--- src/rtl/regs_arb_if.sv ---
// regs_arb_if: register-bus bundle around the two-requester arbiter.
// Carries both requester ports (m0_*, m1_*) and the shared slave port (s_*).
//   master modport : the arbiter's view (consumes requests and slave responses,
//                    drives completions and the slave request).
//   slave  modport : the environment's view (requesters plus register file).
interface regs_arb_if #(
    parameter int ADDR_W = 10
);
    logic              m0_val;
    logic [ADDR_W-1:0] m0_addr;
    logic              m0_write;
    logic [31:0]       m0_wdata;
    logic [31:0]       m0_rdata;
    logic              m0_ready;
    logic              m0_err;

    logic              m1_val;
    logic [ADDR_W-1:0] m1_addr;
    logic              m1_write;
    logic [31:0]       m1_wdata;
    logic [31:0]       m1_rdata;
    logic              m1_ready;
    logic              m1_err;

    logic              s_val;
    logic [ADDR_W-1:0] s_addr;
    logic              s_write;
    logic [31:0]       s_wdata;
    logic [31:0]       s_rdata;
    logic              s_ready;

    modport master (
        input  m0_val, m0_addr, m0_write, m0_wdata,
        output m0_rdata, m0_ready, m0_err,
        input  m1_val, m1_addr, m1_write, m1_wdata,
        output m1_rdata, m1_ready, m1_err,
        output s_val, s_addr, s_write, s_wdata,
        input  s_rdata, s_ready
    );

    modport slave (
        output m0_val, m0_addr, m0_write, m0_wdata,
        input  m0_rdata, m0_ready, m0_err,
        output m1_val, m1_addr, m1_write, m1_wdata,
        input  m1_rdata, m1_ready, m1_err,
        input  s_val, s_addr, s_write, s_wdata,
        output s_rdata, s_ready
    );
endinterface

--- src/rtl/regs_arb.sv ---
// regs_arb: round-robin arbiter sharing one register-bus slave port between
// the host control path (m0) and the network command path (m1), with a
// response timeout so a hung slave cannot stall either requester.
// Ports:
//   clk     - rising-edge clock
//   rstn    - asynchronous active-low reset
//   bus     - regs_arb_if.master: m0_*/m1_* requester ports, s_* slave port
//   busy    - high while a transaction is outstanding or completing
//   gnt     - index of the requester currently or last granted
//   tmo_cnt - saturating count of timed-out transactions
module regs_arb #(
    parameter int ADDR_W  = 10,
    parameter int TIMEOUT = 16
) (
    input  logic       clk,
    input  logic       rstn,
    regs_arb_if.master bus,
    output logic       busy,
    output logic       gnt,
    output logic [15:0] tmo_cnt
);

    typedef enum logic [1:0] {
        IDLE = 2'd0,
        REQ  = 2'd1,
        DONE = 2'd2
    } state_t;

    localparam logic [7:0] TMO_LAST = 8'(TIMEOUT - 1);

    state_t            state;
    logic              last;
    logic [7:0]        timer;

    logic              any_req;
    logic              pick;
    logic [ADDR_W-1:0] pick_addr;
    logic              pick_write;
    logic [31:0]       pick_wdata;

    // On a tie the requester that did not win last time is chosen; otherwise
    // whichever single requester is asserting.
    always_comb begin
        any_req = bus.m0_val | bus.m1_val;
        if (bus.m0_val && bus.m1_val) begin
            pick = ~last;
        end else begin
            pick = bus.m1_val;
        end
        pick_addr  = pick ? bus.m1_addr  : bus.m0_addr;
        pick_write = pick ? bus.m1_write : bus.m0_write;
        pick_wdata = pick ? bus.m1_wdata : bus.m0_wdata;
    end

    assign busy = (state == REQ) || (state == DONE);

    always_ff @(posedge clk or negedge rstn) begin
        if (!rstn) begin
            state        <= IDLE;
            last         <= 1'b1;
            timer        <= 8'd0;
            gnt          <= 1'b0;
            tmo_cnt      <= 16'd0;
            bus.s_val    <= 1'b0;
            bus.s_addr   <= '0;
            bus.s_write  <= 1'b0;
            bus.s_wdata  <= 32'd0;
            bus.m0_rdata <= 32'd0;
            bus.m0_ready <= 1'b0;
            bus.m0_err   <= 1'b0;
            bus.m1_rdata <= 32'd0;
            bus.m1_ready <= 1'b0;
            bus.m1_err   <= 1'b0;
        end else begin
            case (state)
                IDLE: begin
                    if (any_req) begin
                        bus.s_val   <= 1'b1;
                        bus.s_addr  <= pick_addr;
                        bus.s_write <= pick_write;
                        bus.s_wdata <= pick_wdata;
                        gnt         <= pick;
                        last        <= pick;
                        timer       <= 8'd0;
                        state       <= REQ;
                    end
                end

                // A slave response takes priority over a timeout that would
                // expire on the same edge.
                REQ: begin
                    if (bus.s_ready) begin
                        bus.s_val <= 1'b0;
                        state     <= DONE;
                        if (gnt) begin
                            bus.m1_rdata <= bus.s_rdata;
                            bus.m1_ready <= 1'b1;
                            bus.m1_err   <= 1'b0;
                        end else begin
                            bus.m0_rdata <= bus.s_rdata;
                            bus.m0_ready <= 1'b1;
                            bus.m0_err   <= 1'b0;
                        end
                    end else if (timer == TMO_LAST) begin
                        bus.s_val <= 1'b0;
                        state     <= DONE;
                        if (tmo_cnt != 16'hffff) begin
                            tmo_cnt <= tmo_cnt + 16'd1;
                        end
                        if (gnt) begin
                            bus.m1_rdata <= 32'hdead_dead;
                            bus.m1_ready <= 1'b1;
                            bus.m1_err   <= 1'b1;
                        end else begin
                            bus.m0_rdata <= 32'hdead_dead;
                            bus.m0_ready <= 1'b1;
                            bus.m0_err   <= 1'b1;
                        end
                    end else begin
                        timer <= timer + 8'd1;
                    end
                end

                // One settling cycle: lets the slave drop its registered
                // ready and the winner drop its request.
                DONE: begin
                    bus.m0_rdata <= 32'd0;
                    bus.m0_ready <= 1'b0;
                    bus.m0_err   <= 1'b0;
                    bus.m1_rdata <= 32'd0;
                    bus.m1_ready <= 1'b0;
                    bus.m1_err   <= 1'b0;
                    state        <= IDLE;
                end

                default: begin
                    state <= IDLE;
                end
            endcase
        end
    end

endmodule

--- src/flat_wrapper.sv ---
// flat-port wrapper written by rule: the top's interface ports become plain ports
module regs_arb_flat 
#(
    parameter int ADDR_W  = 10,
    parameter int TIMEOUT = 16
)
  (clk, rstn, busy, gnt, tmo_cnt, bus_m0_val, bus_m0_addr, bus_m0_write, bus_m0_wdata, bus_m0_rdata, bus_m0_ready, bus_m0_err, bus_m1_val, bus_m1_addr, bus_m1_write, bus_m1_wdata, bus_m1_rdata, bus_m1_ready, bus_m1_err, bus_s_val, bus_s_addr, bus_s_write, bus_s_wdata, bus_s_rdata, bus_s_ready);
  regs_arb_if #(.ADDR_W(ADDR_W)) bus_i ();
  input  logic clk;
  input  logic rstn;
  output logic busy;
  output logic gnt;
  output logic [15:0] tmo_cnt;
  input wire logic [$bits(bus_i.m0_val)-1:0] bus_m0_val;
  input wire logic [$bits(bus_i.m0_addr)-1:0] bus_m0_addr;
  input wire logic [$bits(bus_i.m0_write)-1:0] bus_m0_write;
  input wire logic [$bits(bus_i.m0_wdata)-1:0] bus_m0_wdata;
  output wire logic [$bits(bus_i.m0_rdata)-1:0] bus_m0_rdata;
  output wire logic [$bits(bus_i.m0_ready)-1:0] bus_m0_ready;
  output wire logic [$bits(bus_i.m0_err)-1:0] bus_m0_err;
  input wire logic [$bits(bus_i.m1_val)-1:0] bus_m1_val;
  input wire logic [$bits(bus_i.m1_addr)-1:0] bus_m1_addr;
  input wire logic [$bits(bus_i.m1_write)-1:0] bus_m1_write;
  input wire logic [$bits(bus_i.m1_wdata)-1:0] bus_m1_wdata;
  output wire logic [$bits(bus_i.m1_rdata)-1:0] bus_m1_rdata;
  output wire logic [$bits(bus_i.m1_ready)-1:0] bus_m1_ready;
  output wire logic [$bits(bus_i.m1_err)-1:0] bus_m1_err;
  output wire logic [$bits(bus_i.s_val)-1:0] bus_s_val;
  output wire logic [$bits(bus_i.s_addr)-1:0] bus_s_addr;
  output wire logic [$bits(bus_i.s_write)-1:0] bus_s_write;
  output wire logic [$bits(bus_i.s_wdata)-1:0] bus_s_wdata;
  input wire logic [$bits(bus_i.s_rdata)-1:0] bus_s_rdata;
  input wire logic [$bits(bus_i.s_ready)-1:0] bus_s_ready;
  assign bus_i.m0_val = bus_m0_val;
  assign bus_i.m0_addr = bus_m0_addr;
  assign bus_i.m0_write = bus_m0_write;
  assign bus_i.m0_wdata = bus_m0_wdata;
  assign bus_m0_rdata = bus_i.m0_rdata;
  assign bus_m0_ready = bus_i.m0_ready;
  assign bus_m0_err = bus_i.m0_err;
  assign bus_i.m1_val = bus_m1_val;
  assign bus_i.m1_addr = bus_m1_addr;
  assign bus_i.m1_write = bus_m1_write;
  assign bus_i.m1_wdata = bus_m1_wdata;
  assign bus_m1_rdata = bus_i.m1_rdata;
  assign bus_m1_ready = bus_i.m1_ready;
  assign bus_m1_err = bus_i.m1_err;
  assign bus_s_val = bus_i.s_val;
  assign bus_s_addr = bus_i.s_addr;
  assign bus_s_write = bus_i.s_write;
  assign bus_s_wdata = bus_i.s_wdata;
  assign bus_i.s_rdata = bus_s_rdata;
  assign bus_i.s_ready = bus_s_ready;
  regs_arb #(.ADDR_W(ADDR_W), .TIMEOUT(TIMEOUT)) u_core (.clk(clk), .rstn(rstn), .bus(bus_i), .busy(busy), .gnt(gnt), .tmo_cnt(tmo_cnt));
endmodule
--- config.mk ---
export PLATFORM = sky130hd
export DESIGN_NAME = regs_arb_flat
export DESIGN_NICKNAME = d
export VERILOG_FILES = /design/src/rtl/regs_arb_if.sv /design/src/rtl/regs_arb.sv /design/src/flat_wrapper.sv
export SDC_FILE = /design/constraint.sdc
export NUM_CORES = 1
export LEC_CHECK = 0
export CAP_MARGIN = 30
export CORE_UTILIZATION = 38
export CTS_BUF_LIST = sky130_fd_sc_hd__clkbuf_2 sky130_fd_sc_hd__clkbuf_4 sky130_fd_sc_hd__clkbuf_8
export CTS_CLUSTER_DIAMETER = 60
export CTS_CLUSTER_SIZE = 25
export DETAILED_ROUTE_END_ITERATION = 8
export PLACE_DENSITY = 0.71
export SKIP_LAST_GASP = 1
export SLEW_MARGIN = 0
export SYNTH_ARGS = -nofsm -noshare
export SYNTH_HDL_FRONTEND = slang
export SYNTH_SLANG_ARGS = --single-unit
--- constraint.sdc ---
create_clock -name clk -period 3.6 [get_ports clk]
set_clock_uncertainty 0.1 [all_clocks]
set_input_delay 0.9 -clock clk [delete_from_list [all_inputs] [get_ports clk]]
set_output_delay 0.9 -clock clk [all_outputs]
set_load 0.02 [all_outputs]
# Word-level counts from Yosys, hierarchy flattened
# Index checks and enable logic that the tools add are counted.
# totals
out_inout_bits,130
reg_bits,140
elab_cells,87
inputBits,123
# op_classes
n_bitwise,3
n_eq_ne,10
add_sub_neg,2
muxes,44
n_reduce_logical,13
# op_table
operator,n
$mux W32,9
$pmux W32 S2,2
$mux W8,3
$mux W1,19
$add A16 B1 Y16 const B,1
$ne A16 B16 Y1 const B,1
$pmux W8 S2,1
$mux W10,1
$pmux W1 S2,5
$reduce_and A3 Y1,3
$add A8 B1 Y8 const B,1
$eq A8 B4 Y1 const B,1
$reduce_and A4 Y1,2
$mux W2,3
$ne A2 B2 Y1 const B,3
$reduce_and A2 Y1,3
$ne A2 B1 Y1 const B,2
$pmux W2 S2,1
$reduce_bool A2 Y1,2
$ne A3 B3 Y1 const B,1
$eq A2 B1 Y1 const B,1
$eq A2 B2 Y1 const B,1
$logic_not A2 Y1,1
$not A1 Y1,2
other kinds (3),3

# Depth between registers and ports, before layout
# Gate-level depths: netlist of run 1.
# depth
ltp_word,4
ltp_mapped,10
ltp_nobuf,7

# Least setup slack after synthesis of run 1
# No wires, ideal clock.
# synth_path
path_kind,input -> register
from,in bus_s_ready
to,reg u_core.timer[2]
path_stages,6
required_ns,3.371
n_path_buf,1
setup_slack_ns,1.489
arrival_time_ns,1.882
setup_ns,0.129
path_cell_list,nand2b_1 a211o_1 and2_1 buf_2 o21ai_1 o41ai_1
# synth_via
elab_chain_cells,2
# synth_lines
element,line,text
"start, declared",flat_wrapper.sv:33,input wire logic [$bits(bus_i.s_ready)-1:0] bus_s_ready;
$ne A2 B2 Y1 (no line),--,
$reduce_and A4 Y1 (no line),--,
"end signal, assigned",regs_arb.sv:120,timer <= timer + 8'd1;
"end, declared",regs_arb.sv:33,logic [7:0] timer;
# Every way passes these cells.
# A chain may end at the register's enable or synchronous reset.

# Worst setup path after layout of run 1
# layout_path
from,reg u_core.state[1]
to,out busy
# layout_via
elab_chain_cells,2
word_cells_on_any_way,3
classes_between,eq/ne (2); reduce/logical (1)
# layout_lines
element,line,text
"start, declared",regs_arb.sv:31,state_t state;
"start signal, assigned",regs_arb.sv:59,state <= IDLE;
"start signal, assigned",regs_arb.sv:85,state <= REQ;
"start signal, assigned",regs_arb.sv:94,state <= DONE;
$eq A2 B1 Y1 / $eq A2 B2 Y1 (equally long branches),regs_arb.sv:55,assign busy = (state == REQ) || (state == DONE);
$logic_or A1 B1 Y1 *,regs_arb.sv:55,
"end, declared",flat_wrapper.sv:11,output logic busy;
# Mark *: on every way between the ends. The rest lies on a longest branch, timed or not.

==> results of run 1 <==
through the flow:
step	power, uW	utilization	hold WS (ns)	cells
2_1_floorplan	5000	-	0.404	723
3_3_place_gp	6890	0.559	0.365	1160
3_5_place_dp	6980	0.559	0.374	1160
4_1_cts	8350	0.584	0.346	1192
5_1_grt	8850	0.584	0.356	1192
6_report	8260	0.584	0.325	1192
final timing paths:
kind                       slack [ns]  depth (start not counted)                 endpoint                   from
max                              0.68                          3                     busy        u_core.state[1]
min                              0.32                          1   u_core.bus.s_wdata[29]                   rstn
max reg2reg                      1.17                          5          u_core.timer[3]        u_core.state[1]
min reg2reg                      0.39                          2    u_core.bus.s_wdata[9]  u_core.bus.s_wdata[9]
max in group asynchronous        2.26                          2  u_core.bus.m1_rdata[17]                   rstn
min in group clk                 0.39                          2    u_core.bus.s_wdata[9]  u_core.bus.s_wdata[9]
metal layers:
layer / routed length [um] / track usage
met1: 7950 / 0.275
met2: 8560 / 0.332
met3: 1440 / 0.0718
met4: 289 / 0.0680
met5: 0 / 0
final cells by class:
| class | instances | area [um^2] | area share |
|---|---|---|---|
| sequential | 140 | 3500 | 0.357 |
| timing repair buffer | 265 | 2660 | 0.271 |
| clock buffer | 19 | 255 | 0.0260 |
| multi-input combinational | 528 | 2930 | 0.299 |
| inverter | 7 | 26.3 | 0.00268 |
| clock inverter | 13 | 164 | 0.0167 |
| tap | 220 | 275 | 0.0280 |
power by group through the flow:
stage | clock network [uW] | registers, uW | logic (uW)
floorplan | 0 | 3400 | 1600
global placement | 0 | 2680 | 4210
detailed placement | 0 | 2700 | 4280
CTS | 1380 | 2690 | 4280
global route | 1450 | 2770 | 4630
finish | 1340 | 2680 | 4240
state kept, by name, summed over array words and instances, names as in the netlist:
| register | cells |
|---|---|
| u_core.bus.m1_err | 1 |
| u_core.bus.s_wdata | 32 |
| u_core.bus.m1_rdata | 32 |
| u_core.bus.m1_ready | 1 |
| u_core.bus.s_addr | 10 |
| u_core.state | 2 |
| u_core.bus.m0_ready | 1 |
| u_core.bus.m0_err | 1 |
| u_core.last | 1 |
| u_core.bus.m0_rdata | 32 |
| u_core.bus.s_write | 1 |
| u_core.bus.s_val | 1 |
| u_core.gnt | 1 |
| u_core.tmo_cnt | 16 |
| u_core.timer | 8 |
synth_stat cells, drive strengths merged (5+ instances only):
| cell | number |
|---|---|
| a21oi | 17 |
| a31oi | 14 |
| and3 | 5 |
| buf | 16 |
| clkbuf | 32 |
| dfrtp | 139 |
| ha | 6 |
| inv | 7 |
| mux2i | 45 |
| nand2 | 141 |
| nand3 | 78 |
| nand4 | 11 |
| nor2 | 52 |
| nor3 | 6 |
| o21ai | 109 |
| xnor2 | 11 |
kinds of logic after synthesis:
group / after synthesis / share of synthesized area
fa+ha+maj: 6 / 0.0113
flops: 140 / 0.529
compound gates: 157 / 0.131
buf+inv: 55 / 0.0344
simple gates: 304 / 0.204
mux: 49 / 0.0748
xor+xnor: 12 / 0.0159
critical path: stages, from the launching register on:
cell and delay, ns:
dfrtp_1 0.38, inv_1 0.10, ha_1 0.38, clkdlybuf4s50_1 0.63
==> impl_metrics.py, run 1 <==
metrics = {
    "status": {
        "status": "complete, no violations",
    },
    "cells_and_area": {
        "antennaDiodeCount": 0,
        "nFillCells": 1539,
        "synthToLayoutAreaGrowth_pct": 48.2,
        "nets": 1088,
        "final_area_mm2": 0.00981,
        "layout_commonest_cell": "clkdlybuf4s50_1",
        "final_cell_mix": "clkdlybuf4s50_1, nand2_1, dfrtp_1",
        "drive_gt1_frac": 0.0597,
    },
    "grt": {
        "grt_pass1_vias": 5703,
        "grt_overflow": 0,
        "grt_pass1_wl_mm": 29.7,
        "antenna_found_initial": 0,
        "grt_usage": 0.212,
        "grt_max_degree": 88,
    },
    "synth": {
        "yosysSeqAreaShare": 0.529,
        "ys_ff_latch": 140,
        "synth_ff_type": "dfrtp_1",
        "syn_avg_cell_area_um2": 9.16,
        "synth_top_area_cell": "dfrtp_1",
        "synth_area_leaders": "dfrtp_1, nand2_1, mux2i_1, o21ai_1, nand3_1",
        "syn-num-nets": 852,
        "synth_cell_types": 44,
        "synth-async-reset-ratio": 1.00,
        "synth_edf_count": 0,
        "ys.warnings.count": 0,
        "synth_top_cell_area_share": 0.525,
        "synth_cells": 723,
        "synth_area_mm2": 0.00662,
    },
    "floorplanning": {
        "io_pins": 253,
        "die_x_um": 134,
        "initial_core_util": 0.394,
        "die_area_mm2": 0.0180,
        "die_height_um": 134,
        "std_cell_rows": 47,
        "core_mm2": 0.0168,
    },
    "pwr": {
        "pwr-share-clk": 0.163,
        "power_density_mw_per_mm2": 842,
        "power_switching_uw": 3440,
        "p_sw_frac": 0.416,
        "p_leak_uw": 0.00416,
        "pwr-share-comb": 0.513,
        "peakVddDrop_uv": 401,
        "p_int_uw": 4830,
        "seq_power_share": 0.324,
    },
    "cts": {
        "cts-htree-levels": 4,
        "cts-root-buf": "clkbuf_8",
        "path_clk_slew_ns": 0.09,
        "hold_buffers": 0,
        "worstSkewPairLatency_ns": 0.44,
        "clock-sinks": 140,
        "cts_buffers": 17,
        "clock_path_buffers": 2,
        "post_cts_buffers": 0,
        "cts_resized": 0,
        "cts_tree": "yes",
    },
    "timing": {
        "hold_viol_final": 0,
        "finalCritPeriodShare": 0.812,
        "fin_setup_tns_ns": 0,
        "setup_viol": 0,
        "maxSlewHeadroom": 0.485,
        "fmax_mhz": 342,
        "rsz0062_at_grt": "false",
        "fin_crit_ns": 2.92,
        "layout_setup_ws_ns": 0.677,
        "drv_slew": 0,
        "worst_pin_slew_ns": 0.768,
    },
    "placed_design": {
        "io_buffers": 252,
        "gp_congestion": 0.850,
        "dpl_worst_slack_ns": 0.597,
        "dp_hpwl_mm": 13.7,
        "post_dp_cell_area_mm2": 0.00940,
    },
    "setup_path": {
        "critical_path_arrival_ns": 1.92,
        "start_kind": "register",
        "worstPathMaxFanout": 3,
        "crit_type": "reg -> out",
        "required_ns": 2.60,
        "end_kind": "output pin",
    },
    "drt": {
        "drt-initial-drc-count": 343,
        "first_pass_iters": 5,
        "viasPerCell": 4.99,
        "wire_per_inst_um": 15.3,
        "vias": 5953,
        "drt_wl_total_mm": 18.2,
        "drcViolationCount": 0,
        "ant_nets": 0,
    },
    "worst_hold_path": {
        "hold_class": "in -> async",
    },
    "job": {
        "maxCapViolations": 0,
    },
}
Note: power is estimated with default switching activity, not from simulation.
==> run 2, diff against run 1 <==
- PLACE_DENSITY: 0.71 -> 0.74
- clock period: 3.6 -> 2.35 ns (I/O delays scaled with it)
==> run 2 against run 1 <==
Die area unchanged. Critical path depth decreased by 2. Worst setup slack got worse by 0.55 ns. Combinational power increased by 59%. Hold slack improved by 0.062 ns. Final area increased by 2.2%. Register-to-register slack got worse by 0.97 ns. Sequential cell count unchanged. Clock power increased by 50%. Largest cell class unchanged.
==> impl_metrics.py, run 2 (synthesis results as in run 1) <==
metrics = {
    "timing": {
        "worst_pin_slew_ns": 0.489,
        "layout_setup_ws_ns": 0.124,
        "maxSlewHeadroom": 0.674,
        "fmax_mhz": 449,
        "hold_viol_final": 0,
        "fin_crit_ns": 2.23,
        "drv_slew": 0,
        "finalCritPeriodShare": 0.947,
        "setup_viol": 0,
        "fin_setup_tns_ns": 0,
        "rsz0062_at_grt": "false",
    },
    "cts": {
        "cts-root-buf": "clkbuf_8",
        "cts_buffers": 17,
        "cts-htree-levels": 4,
        "clock-sinks": 140,
        "worstSkewPairLatency_ns": 0.43,
        "clock_path_buffers": 2,
        "path_clk_slew_ns": 0.08,
        "cts_tree": "yes",
    },
    "placed_design": {
        "io_buffers": 252,
        "dpl_worst_slack_ns": 0.0407,
        "dp_hpwl_mm": 14.2,
        "gp_congestion": 0.870,
    },
    "setup_path": {
        "slowest_stage": "clkdlybuf4s50_1",
        "start_kind": "register",
        "critical_path_arrival_ns": 1.54,
        "required_ns": 1.66,
        "crit_chain": "clkdlybuf4s50_1",
        "critPathBufInv": 1,
        "timing.rr.start": "u_core.timer[0]",
        "reg2reg_to": "u_core.bus.m1_rdata[2]",
        "crit_cells": 1,
        "path_delay_family": "buffers and inverters",
        "end_kind": "output pin",
        "crit_type": "reg -> out",
        "critPathCapture": "tmo_cnt[0]",
        "crit_start": "u_core.tmo_cnt[0]",
        "critPathMaxStageDelay_ns": 0.65,
        "r2r_slack_ns": 0.20,
        "worstPathMaxFanout": 6,
        "rr_worst_depth": 7,
    },
    "grt": {
        "grt_pass1_wl_mm": 30.3,
        "grt_overflow": 0,
        "grt_max_degree": 65,
        "grt_usage": 0.216,
        "antenna_found_initial": 0,
        "grt_pass1_vias": 5805,
    },
    "cells_and_area": {
        "nets": 1110,
        "antennaDiodeCount": 0,
        "nFillCells": 1506,
        "layout_commonest_cell": "clkdlybuf4s50_1",
        "synthToLayoutAreaGrowth_pct": 51.5,
        "final_cell_mix": "clkdlybuf4s50_1, nand2_1, dfrtp_1",
        "final_util": 0.597,
        "drive_gt1_frac": 0.0815,
        "top_regs": "u_core.bus.m0_rdata x32, u_core.bus.m1_rdata x32, u_core.bus.s_wdata x32",
    },
    "floorplanning": {
        "io_pins": 253,
        "die_height_um": 134,
        "die_x_um": 134,
        "std_cell_rows": 47,
        "core_mm2": 0.0168,
        "initial_core_util": 0.394,
        "die_area_mm2": 0.0180,
    },
    "drt": {
        "wire_per_inst_um": 15.6,
        "ant_nets": 0,
        "first_pass_iters": 5,
        "drcViolationCount": 0,
        "vias": 6078,
        "drt-initial-drc-count": 406,
        "viasPerCell": 5.01,
        "drt_wl_total_mm": 18.9,
    },
    "pwr": {
        "peakVddDrop_uv": 604,
        "p_int_uw": 7550,
        "p_leak_uw": 0.00430,
        "pwr-share-clk": 0.156,
        "pwr-share-comb": 0.524,
        "p_sw_frac": 0.411,
        "power_switching_uw": 5270,
        "power_density_mw_per_mm2": 1280,
        "total_power_uw": 12800,
        "seq_power_share": 0.319,
    },
    "worst_hold_path": {
        "hold_class": "reg -> reg",
    },
    "job": {
        "maxCapViolations": 0,
    },
    "status": {
        "status": "complete, no violations",
    },
}
## run 2: final cells by class
cell class | instances | area [um^2] | area share
clock buffer | 20 | 263 | 0.0262
clock inverter | 12 | 146 | 0.0146
inverter | 7 | 26.3 | 0.00262
multi-input combinational | 528 | 2930 | 0.292
sequential | 140 | 3510 | 0.349
tap | 220 | 275 | 0.0274
timing repair buffer | 287 | 2890 | 0.288
## run 2: worst min path at each step
stage / start / end / slack (ns) / depth (start not counted)
after global routing: u_core.bus.m0_rdata[30] / u_core.bus.m0_rdata[30] / 0.41 / 1
final: u_core.bus.s_wdata[28] / u_core.bus.s_wdata[28] / 0.39 / 2
after floorplan: rstn / u_core.bus.m0_err / 0.19 / 0
after CTS: u_core.bus.s_addr[1] / u_core.bus.s_addr[1] / 0.39 / 2
after global placement: u_core.bus.s_addr[1] / u_core.bus.s_addr[1] / 0.37 / 2
after detailed placement: u_core.bus.s_addr[0] / u_core.bus.s_addr[0] / 0.37 / 2
## run 2: what timing repair did
action                     4_1_cts  5_1_grt
hold buffers                     1        0
hold endpoints to repair        45        0
gates resized for setup          2        3
setup buffers                    0        0
cloned                           0        0
setup endpoints to repair        1        3
## run 2: layer usage
metal / global-route usage / part of all wire / up-vias
met5: 0 / 0 / -
met4: 0.0562 / 0.010 / 0
met3: 0.0763 / 0.090 / 13
met2: 0.343 / 0.47 / 243
met1: 0.280 / 0.43 / 2800
li1: - / - / 3022
## run 2: through the flow
step           cells  hold slack (ns)  instance area [um^2]
2_1_floorplan    723            0.192                  6620
3_3_place_gp    1181            0.366                  9620
3_5_place_dp    1181            0.374                  9620
4_1_cts         1214            0.391                 10000
5_1_grt         1214            0.412                 10000
6_report        1214            0.387                 10000
## run 2: power groups by stage
stage / Sequential (uW) / Combinational, uW / Clock, uW
final: 4090 / 6730 / 2010
after global routing: 4220 / 7300 / 2180
after CTS: 4100 / 6780 / 2070
after detailed placement: 4140 / 6770 / 0
after global placement: 4090 / 6660 / 0
after floorplan: 5210 / 2450 / 0
